==> config.mk <==
export PLATFORM = sky130hd
export DESIGN_NAME = rp_serial_tx
export DESIGN_NICKNAME = d
export VERILOG_FILES = /design/src/rtl/rp_serial_tx.sv
export SDC_FILE = /design/constraint.sdc
export NUM_CORES = 1
export LEC_CHECK = 0
export CORE_ASPECT_RATIO = 0.8
export CORE_MARGIN = 5
export CORE_UTILIZATION = 64
export DETAILED_ROUTE_END_ITERATION = 10
export PLACE_DENSITY = 0.81
export SLEW_MARGIN = 10
export SYNTH_ARGS = -nofsm -noshare
export SYNTH_HDL_FRONTEND = slang
export SYNTH_SLANG_ARGS = --single-unit
==> constraint.sdc <==
create_clock -name pll_inst1_CLKOUT0 -period 6.8 [get_ports pll_inst1_CLKOUT0]
set_clock_uncertainty 0.15 [all_clocks]
set_input_delay 2.04 -clock pll_inst1_CLKOUT0 [delete_from_list [all_inputs] [get_ports pll_inst1_CLKOUT0]]
set_output_delay 2.04 -clock pll_inst1_CLKOUT0 [all_outputs]
set_load 0.02 [all_outputs]
==> src/rtl/rp_serial_tx.sv <==
// rp_serial_tx: FIFO-buffered asynchronous serial transmitter (start, 8 data bits LSB first, stop).
// Build option: define RP_SERIAL_TX_PARITY_EN to send an even-parity bit between D7 and stop.
module rp_serial_tx #(
  parameter int CLKS_PER_BIT = 434,
  parameter int FIFO_DEPTH   = 4
) (
  input  logic                          pll_inst1_CLKOUT0,
  input  logic                          rst_n,
  input  logic [7:0]                    tx_data,
  input  logic                          tx_valid,
  output logic                          tx_ready,
  output logic                          tx_line,
  output logic                          busy,
  output logic [$clog2(FIFO_DEPTH):0]   fifo_count
);

  localparam int PW = $clog2(FIFO_DEPTH);
  localparam int CW = $clog2(CLKS_PER_BIT);
  localparam logic [CW-1:0] BAUD_LAST = CW'(CLKS_PER_BIT - 1);

`ifdef RP_SERIAL_TX_PARITY_EN
  typedef enum logic [2:0] {
    ST_IDLE   = 3'd0,
    ST_START  = 3'd1,
    ST_DATA   = 3'd2,
    ST_PARITY = 3'd3,
    ST_STOP   = 3'd4
  } state_t;

  function automatic logic even_parity(input logic [7:0] d);
    return ^d;
  endfunction
`else
  typedef enum logic [2:0] {
    ST_IDLE  = 3'd0,
    ST_START = 3'd1,
    ST_DATA  = 3'd2,
    ST_STOP  = 3'd4
  } state_t;
`endif

  state_t          state_r;
  state_t          state_s;
  logic [CW-1:0]   baud_r;
  logic [2:0]      bit_r;
  logic [7:0]      shift_r;
`ifdef RP_SERIAL_TX_PARITY_EN
  logic            parity_r;
`endif

  logic [7:0]      mem_r [FIFO_DEPTH];
  logic [PW:0]     wr_ptr_r;
  logic [PW:0]     rd_ptr_r;
  logic [PW:0]     wr_ptr_s;
  logic [PW:0]     rd_ptr_s;
  logic [7:0]      head_s;
  logic            empty_s;
  logic            full_next_s;
  logic            push_s;
  logic            pop_s;
  logic            baud_wrap_s;

  logic            line_s;
  logic            busy_s;
  logic            tx_line_r;
  logic            busy_r;
  logic            tx_ready_r;
  logic [PW:0]     fifo_count_r;

  assign tx_line    = tx_line_r;
  assign busy       = busy_r;
  assign tx_ready   = tx_ready_r;
  assign fifo_count = fifo_count_r;

  assign empty_s     = (wr_ptr_r == rd_ptr_r);
  assign push_s      = tx_valid && tx_ready_r;
  assign head_s      = mem_r[rd_ptr_r[PW-1:0]];
  assign baud_wrap_s = (baud_r == BAUD_LAST);

  // Next pointer values; ready and occupancy are registered from these.
  always_comb begin
    wr_ptr_s = wr_ptr_r;
    rd_ptr_s = rd_ptr_r;
    if (push_s) begin
      wr_ptr_s = wr_ptr_r + (PW+1)'(1'b1);
    end else begin
      wr_ptr_s = wr_ptr_r;
    end
    if (pop_s) begin
      rd_ptr_s = rd_ptr_r + (PW+1)'(1'b1);
    end else begin
      rd_ptr_s = rd_ptr_r;
    end
  end

  assign full_next_s = (wr_ptr_s[PW] != rd_ptr_s[PW]) &&
                       (wr_ptr_s[PW-1:0] == rd_ptr_s[PW-1:0]);

  // FIFO storage and pointers.
  always_ff @(posedge pll_inst1_CLKOUT0 or negedge rst_n) begin
    if (!rst_n) begin
      for (int i = 0; i < FIFO_DEPTH; i++) begin
        mem_r[i] <= 8'h00;
      end
      wr_ptr_r <= {(PW+1){1'b0}};
      rd_ptr_r <= {(PW+1){1'b0}};
    end else begin
      if (push_s) begin
        mem_r[wr_ptr_r[PW-1:0]] <= tx_data;
      end
      wr_ptr_r <= wr_ptr_s;
      rd_ptr_r <= rd_ptr_s;
    end
  end

  // FSM state register.
  always_ff @(posedge pll_inst1_CLKOUT0 or negedge rst_n) begin
    if (!rst_n) begin
      state_r <= ST_IDLE;
    end else begin
      state_r <= state_s;
    end
  end

  // FSM next state; a pop happens from IDLE or at the last cycle of STOP.
  always_comb begin
    state_s = state_r;
    pop_s   = 1'b0;
    case (state_r)
      ST_IDLE: begin
        if (!empty_s) begin
          pop_s   = 1'b1;
          state_s = ST_START;
        end else begin
          state_s = ST_IDLE;
        end
      end
      ST_START: begin
        if (baud_wrap_s) begin
          state_s = ST_DATA;
        end else begin
          state_s = ST_START;
        end
      end
      ST_DATA: begin
        if (baud_wrap_s && (bit_r == 3'd7)) begin
`ifdef RP_SERIAL_TX_PARITY_EN
          state_s = ST_PARITY;
`else
          state_s = ST_STOP;
`endif
        end else begin
          state_s = ST_DATA;
        end
      end
`ifdef RP_SERIAL_TX_PARITY_EN
      ST_PARITY: begin
        if (baud_wrap_s) begin
          state_s = ST_STOP;
        end else begin
          state_s = ST_PARITY;
        end
      end
`endif
      ST_STOP: begin
        if (baud_wrap_s && !empty_s) begin
          pop_s   = 1'b1;
          state_s = ST_START;
        end else if (baud_wrap_s) begin
          state_s = ST_IDLE;
        end else begin
          state_s = ST_STOP;
        end
      end
      default: begin
        state_s = ST_IDLE;
      end
    endcase
  end

  // FSM outputs: line level from the current state, busy from the next state.
  always_comb begin
    line_s = 1'b1;
    busy_s = (state_s != ST_IDLE);
    case (state_r)
      ST_IDLE:   line_s = 1'b1;
      ST_START:  line_s = 1'b0;
      ST_DATA:   line_s = shift_r[0];
`ifdef RP_SERIAL_TX_PARITY_EN
      ST_PARITY: line_s = parity_r;
`endif
      ST_STOP:   line_s = 1'b1;
      default:   line_s = 1'b1;
    endcase
  end

  // Baud counter, bit counter and shift register.
  always_ff @(posedge pll_inst1_CLKOUT0 or negedge rst_n) begin
    if (!rst_n) begin
      baud_r  <= {CW{1'b0}};
      bit_r   <= 3'd0;
      shift_r <= 8'h00;
    end else begin
      if (pop_s || (state_r == ST_IDLE) || baud_wrap_s) begin
        baud_r <= {CW{1'b0}};
      end else begin
        baud_r <= baud_r + CW'(1'b1);
      end

      if ((state_r == ST_DATA) && baud_wrap_s) begin
        bit_r <= bit_r + 3'd1;
      end else if (state_r != ST_DATA) begin
        bit_r <= 3'd0;
      end else begin
        bit_r <= bit_r;
      end

      if (pop_s) begin
        shift_r <= head_s;
      end else if ((state_r == ST_DATA) && baud_wrap_s) begin
        shift_r <= {1'b0, shift_r[7:1]};
      end else begin
        shift_r <= shift_r;
      end
    end
  end

`ifdef RP_SERIAL_TX_PARITY_EN
  // Parity of the byte being sent, captured with the pop.
  always_ff @(posedge pll_inst1_CLKOUT0 or negedge rst_n) begin
    if (!rst_n) begin
      parity_r <= 1'b0;
    end else if (pop_s) begin
      parity_r <= even_parity(head_s);
    end else begin
      parity_r <= parity_r;
    end
  end
`endif

  // Registered outputs; tx_line returns high the moment rst_n falls.
  always_ff @(posedge pll_inst1_CLKOUT0 or negedge rst_n) begin
    if (!rst_n) begin
      tx_line_r    <= 1'b1;
      busy_r       <= 1'b0;
      tx_ready_r   <= 1'b1;
      fifo_count_r <= {(PW+1){1'b0}};
    end else begin
      tx_line_r    <= line_s;
      busy_r       <= busy_s;
      tx_ready_r   <= !full_next_s;
      fifo_count_r <= wr_ptr_s - rd_ptr_s;
    end
  end

endmodule
==> After elaboration in Yosys (flattened, before gate mapping) <==
Cells that the tools add are included.
{ "word_totals": {"register_bits": 67, "input_bits": 11, "out_inout_bits": 6} }
{ "op_classes": {"addsub": 5, "order_cmp": 3, "n_eq_ne": 9, "n_mux": 23, "n_bitwise": 2, "reduce_logical": 14} }
{ "ops": {"columns": ["cell", "n"], "rows": [
  ["8-bit 2-to-1 mux", 5],
  ["32-bit bitwise mux", 1],
  ["3-bit 2-to-1 mux", 7],
  ["8-bit binary-select mux with 2-bit select", 1],
  ["8-bit demux with 2-bit select", 1],
  ["3-bit case mux with 4 select lines", 1],
  ["3-bit by 1-bit adder with 3-bit output, second input constant", 3],
  ["9-bit by 1-bit adder with 9-bit output, second input constant", 1],
  ["9-bit == test, second input constant", 1],
  ["9-bit 2-to-1 mux", 1],
  ["3-bit == test, second input constant", 2],
  ["3-bit >= comparator, second input constant", 2],
  ["1-bit logical AND", 6],
  ["2-bit inverter with 3-bit output", 2],
  ["1-bit case mux with 2 select lines", 2],
  ["2-bit nonzero test", 2],
  ["3-bit by 1-bit == test with 1-bit output, second input constant", 1],
  ["3-bit by 2-bit == test with 1-bit output, second input constant", 1],
  ["3-bit == test", 1],
  ["3-bit zero test", 1],
  ["3-bit by 1-bit less-than comparator with 1-bit output, second input constant", 1],
  ["1-bit 2-to-1 mux", 3],
  ["3-bit by 2-bit != test with 1-bit output, second input constant", 1],
  ["3-bit nonzero test", 1],
  ["6 further kinds", 8]
]} }

==> Logic depth before layout (Yosys ltp) <==
{ "depth": {"depth_word": 9, "depth_mapped": 9} }

==> Worst setup path before layout <==
OpenSTA, ideal clock, no wires.
{ "synth_path": {"path_kind": "input port to flip-flop", "start": "input tx_valid", "end": "register fifo_count_r[2], in the netlist fifo_count[2]", "arrival_time_ns": 3.167, "required_time_ns": 6.527, "slack_ns": 3.361, "path_stages": 5, "path_buffers": 1, "path_cell_list": "clkbuf_1 nand2_1 mux2_2 fa_1 xnor2_1"} }
{ "synth_between": {"elab_chain_cells": 3} }
{ "synth_lines": {"columns": ["element", "line", "rtl"], "rows": [
  ["start: declaration", "10", "input logic tx_valid,"],
  ["1-bit logical AND", "76", "assign push_s = tx_valid && tx_ready_r;"],
  ["3-bit 2-to-1 mux", "84", "if (push_s) begin"],
  ["via wr_ptr_s[1]", "54", "logic [PW:0] wr_ptr_s;"],
  ["3-bit subtractor", "252", "fifo_count_r <= wr_ptr_s - rd_ptr_s;"],
  ["end signal: assignment", "247", "fifo_count_r <= {(PW+1){1'b0}};"],
  ["end signal: assignment", "252", null],
  ["end: declaration", "68", "logic [PW:0] fifo_count_r;"]
]} }
The timed path passes the listed nets, and every way through them passes these cells.
A chain may end at the register's enable or synchronous reset.

==> Worst setup path after layout <==
{ "layout_path": {"start": "register tx_ready_r, in the netlist tx_ready", "end": "output tx_ready"} }
{ "layout_rtl": {"columns": ["element", "line", "rtl"], "rows": [
  ["start: declaration", "67", "logic tx_ready_r;"],
  ["start signal: assignment", "251", "tx_ready_r <= !full_next_s;"],
  ["end: declaration", "11", "output logic tx_ready,"]
]} }
No word-level cell between the ends.

==> summary.md <==
| Metric | Value |
|---|---|
| Crit Path Class | flop to output pin |
| Initial antenna violation count | 0 |
| CTS Buffer Depth | 2 |
| Leakage | 1.57 nW |
| Cells on Worst Hold Path | 1 |
| Critical Path RT | 4.61 ns |
| Final Non-Filler Cells | 329 |
| Comb pwr share | 27.1% |
| Clock power frac | 28.4% |
| Clk Latency, worst-skew pair | 0.35 ns |
| Critical path arrival | 1.56 ns |
| Main synth FF type | dfrtp_1 |
| Ratio of total power to cell area | 368 mW/mm2 |
| Hold buffers post-CTS | 0 |
| First drt pass iteration count | 4 |
| CP peak stage delay | 0.62 ns |
| Worst r2r src | baud_r[3] |
| #FFs+latches synth | 67 |
| CTS tree | built |
| R2r setup slk | 3.66 ns |
| Final wirelength | 5780 um |
| Hold Path Sink | mem_r[13] |
| Post-synth EDFFs | 0 |
| Share of cells above drive strength 1 | 26.8% |
| Met3 global-route usage | 7.00% |
| Syn nets | 266 |
| Drt initial violations | 83 |
| Met2 Use GR | 29.8% |
| Final Critical Period | 3.75 ns |
| # clock sinks | 67 |
| HP Start | mem_r[13] |
| Crit-path cells | clkdlybuf4s50_1 |
| Average wire per standard cell | 17.6 um |
| Outcome | completed |
| Period utilization | 55.1% |
| Post-detail-place hpwl | 3750 um |
| Final Setup Violations | 0 |
| Largest net degree at the start of global routing | 68 |
| R2R depth | 7 |
| PostCTS Resize Cnt | 0 |
| Chip height | 72.8 um |
| First-pass GRT wire length | 9620 um |
| Fin. Hold Viols | 0 |
| Diodes inserted | 0 |
| Clock transition at path regs | 0.06 ns |
| WP buf/inv | 1 |
| Synth Warn # | 0 |
| Die X | 88.5 um |
| Fmax | 267 MHz |
| I/O Buffers | 16 |
| Top cells by area, synth | dfrtp_1 52%, mux2_2 12%, mux4_2 5.7% |
| Setup_tns | 0 ns |
| Switching part of the total power | 27.2% |
| Family with the most delay on the worst path | buffers and inverters |
| Core ar. | 0.00468 mm2 |
| Vias in the first global route | 1925 |
| Synth top area share | 51.6% |
| Post-Syn Area | 0.00315 mm2 |
| Max FO, Critical Path | 6 |
| CP Launch Type | flop |
| Maximum VDD drop | 282 uV |
| Fin. max-slew vios | 0 |
| Post-Syn Area per Cell | 12.9 um2 |
| Post-CTS Setup Inserts | 0 |
| Worst R2R End | fifo_count[2] |
| Relative slew slack | 45.6% |
| Element type at the critical path end | output pin |
| RSZ-0062 raised after global routing | no |
| Int Power | 956 uW |
| Gate Count Post-Synth | 244 |
| Seq/Total Area, Yosys | 53.2% |
| Area Overhead vs Synth | 13.1% |
| Starting density of the core | 67.4% |
| Hold crit path type | flop to flop |
| CP max-delay cell | clkdlybuf4s50_1 |
| Max Cap Viol | 0 |
| Antenna-violating nets left | 0 |
| Htree depth | 3 |
| # IOs | 17 |
| Clock root buffer master | clkbuf_8 |
| Slew @ Worst Pin | 0.817 ns |
| GR peak layer | met2 |
| Vias | 1875 |
| Cts bufs inserted | 9 |
| Reg power frac | 44.5% |
| Net switching power figure | 357 uW |
| Placed cells | 313 |
| Rows | 22 |
| M1 GR Usage | 29.3% |
| Grt total ovfl | 0 |
| Post-synth ARST share | 100% |
| GPL Wtd Cong | 0.775 |
| Vias/cell | 5.70 |
| Final #Nets | 286 |
| Die area | 0.00644 mm2 |
| Total global-route track usage | 20.6% |
| Post-route DRC violation count | 0 |
| Unique cell type count in the Yosys netlist | 37 |
| Dominant cell type by area after synthesis | dfrtp_1 |
==> state kept, by name (all words and copies together), names as in the netlist <==
| signal | count |
|---|---|
| mem_r | 32 |
| baud_r | 9 |
| shift_r | 8 |
| bit_r | 3 |
| fifo_count | 3 |
| rd_ptr_r | 3 |
| state_r | 3 |
| wr_ptr_r | 3 |
| busy | 1 |
| tx_line | 1 |
| tx_ready | 1 |
==> cell families (layout without fill, tap and decap cells) <==
| kind of cell | count (synthesis) | count (layout) | share of synthesized area (%) |
|---|---|---|---|
| simple gates | 70 | 70 | 10.6 |
| flops | 67 | 67 | 53.2 |
| mux | 44 | 44 | 18.4 |
| xor+xnor | 20 | 20 | 6.51 |
| compound gates | 16 | 16 | 4.01 |
| buf+inv | 16 | 41 | 2.62 |
| fa+ha+maj | 11 | 11 | 4.60 |
==> how the worst max path moves through the flow <==
stage | startpoint | end | slack (ns) | cells after the start
floorplan | tx_valid | fifo_count[2] | 3.36 | 5
CTS | tx_ready | tx_ready | 3.04 | 1
detailed placement | tx_valid | fifo_count[2] | 2.79 | 5
finish | tx_ready | tx_ready | 3.05 | 1
global placement | tx_valid | fifo_count[2] | 2.85 | 5
global route | tx_ready | tx_ready | 3.01 | 1
==> power by group through the flow <==
stage / Combinational [mW] / Sequential (mW) / Clock [mW]
after floorplan: 0.259 / 0.580 / 0
after global placement: 0.337 / 0.583 / 0
after detailed placement: 0.354 / 0.589 / 0
after CTS: 0.362 / 0.584 / 0.379
after global routing: 0.389 / 0.599 / 0.396
final: 0.356 / 0.584 / 0.373
==> worst reg2reg max path, cell delays in order (launching register included) <==
cell and delay (ns):
dfrtp_1 0.42, or4b_4 0.56, nor3_4 0.64, o211ai_4 0.34
xnor2_2 0.30, nand2_1 0.09, fa_1 0.39, xnor2_1 0.14
==> cell type report <==
| type | count | area (um2) |
|---|---|---|
| timing repair buffer | 17 | 163 |
| multi-input combinational | 161 | 1390 |
| tap | 60 | 75.1 |
| clock inverter | 4 | 72.6 |
| fill | 309 | 1110 |
| inverter | 8 | 30.0 |
| clock buffer | 12 | 155 |
| sequential | 67 | 1680 |
==> metrics by stage <==
stage / power, mW / hold WS, ns / area, um2 / setup WS [ns] / utilization [%]
6_report: 1.31 / 0.352 / 3570 / 3.05 / 76.2
5_1_grt: 1.39 / 0.368 / 3570 / 3.01 / 76.2
4_1_cts: 1.32 / 0.354 / 3570 / 3.04 / 76.2
3_5_place_dp: 0.943 / 0.340 / 3340 / 2.79 / 71.4
3_3_place_gp: 0.921 / 0.321 / 3340 / 2.85 / 71.4
2_1_floorplan: 0.839 / 0.311 / 3150 / 3.36 / -
==> routing by layer <==
metal	vias to the layer above	share of wire [%]
met5	-	0
met4	0	1.8
met3	12	4.8
met2	38	46
met1	939	47
li1	886	-
==> cells in the mapped netlist (all sizes together) (2+ instances only) <==
library cell   n
dfrtp         65
a21oi          2
mux2          33
dfstp          2
o21ai          5
nand3         14
mux2i          3
ha            10
nand2         19
a31oi          5
buf            6
mux4           8
inv            8
xnor2         17
xor2           2
nor2          27
nand2b         4
clkbuf         2
==> placed cells by master, fill, tap and decap left out, drive strengths merged, types with 10 or more instances in the layout <==
| cell | netlist | routed |
|---|---|---|
| nand3 | 14 | 14 |
| dfrtp | 65 | 65 |
| nor2 | 27 | 27 |
| mux2 | 33 | 33 |
| nand2 | 19 | 19 |
| xnor2 | 17 | 17 |
| clkdlybuf4s50 | 0 | 15 |
| clkbuf | 2 | 12 |
| ha | 10 | 10 |
Note: power is estimated with default switching activity, not from simulation.
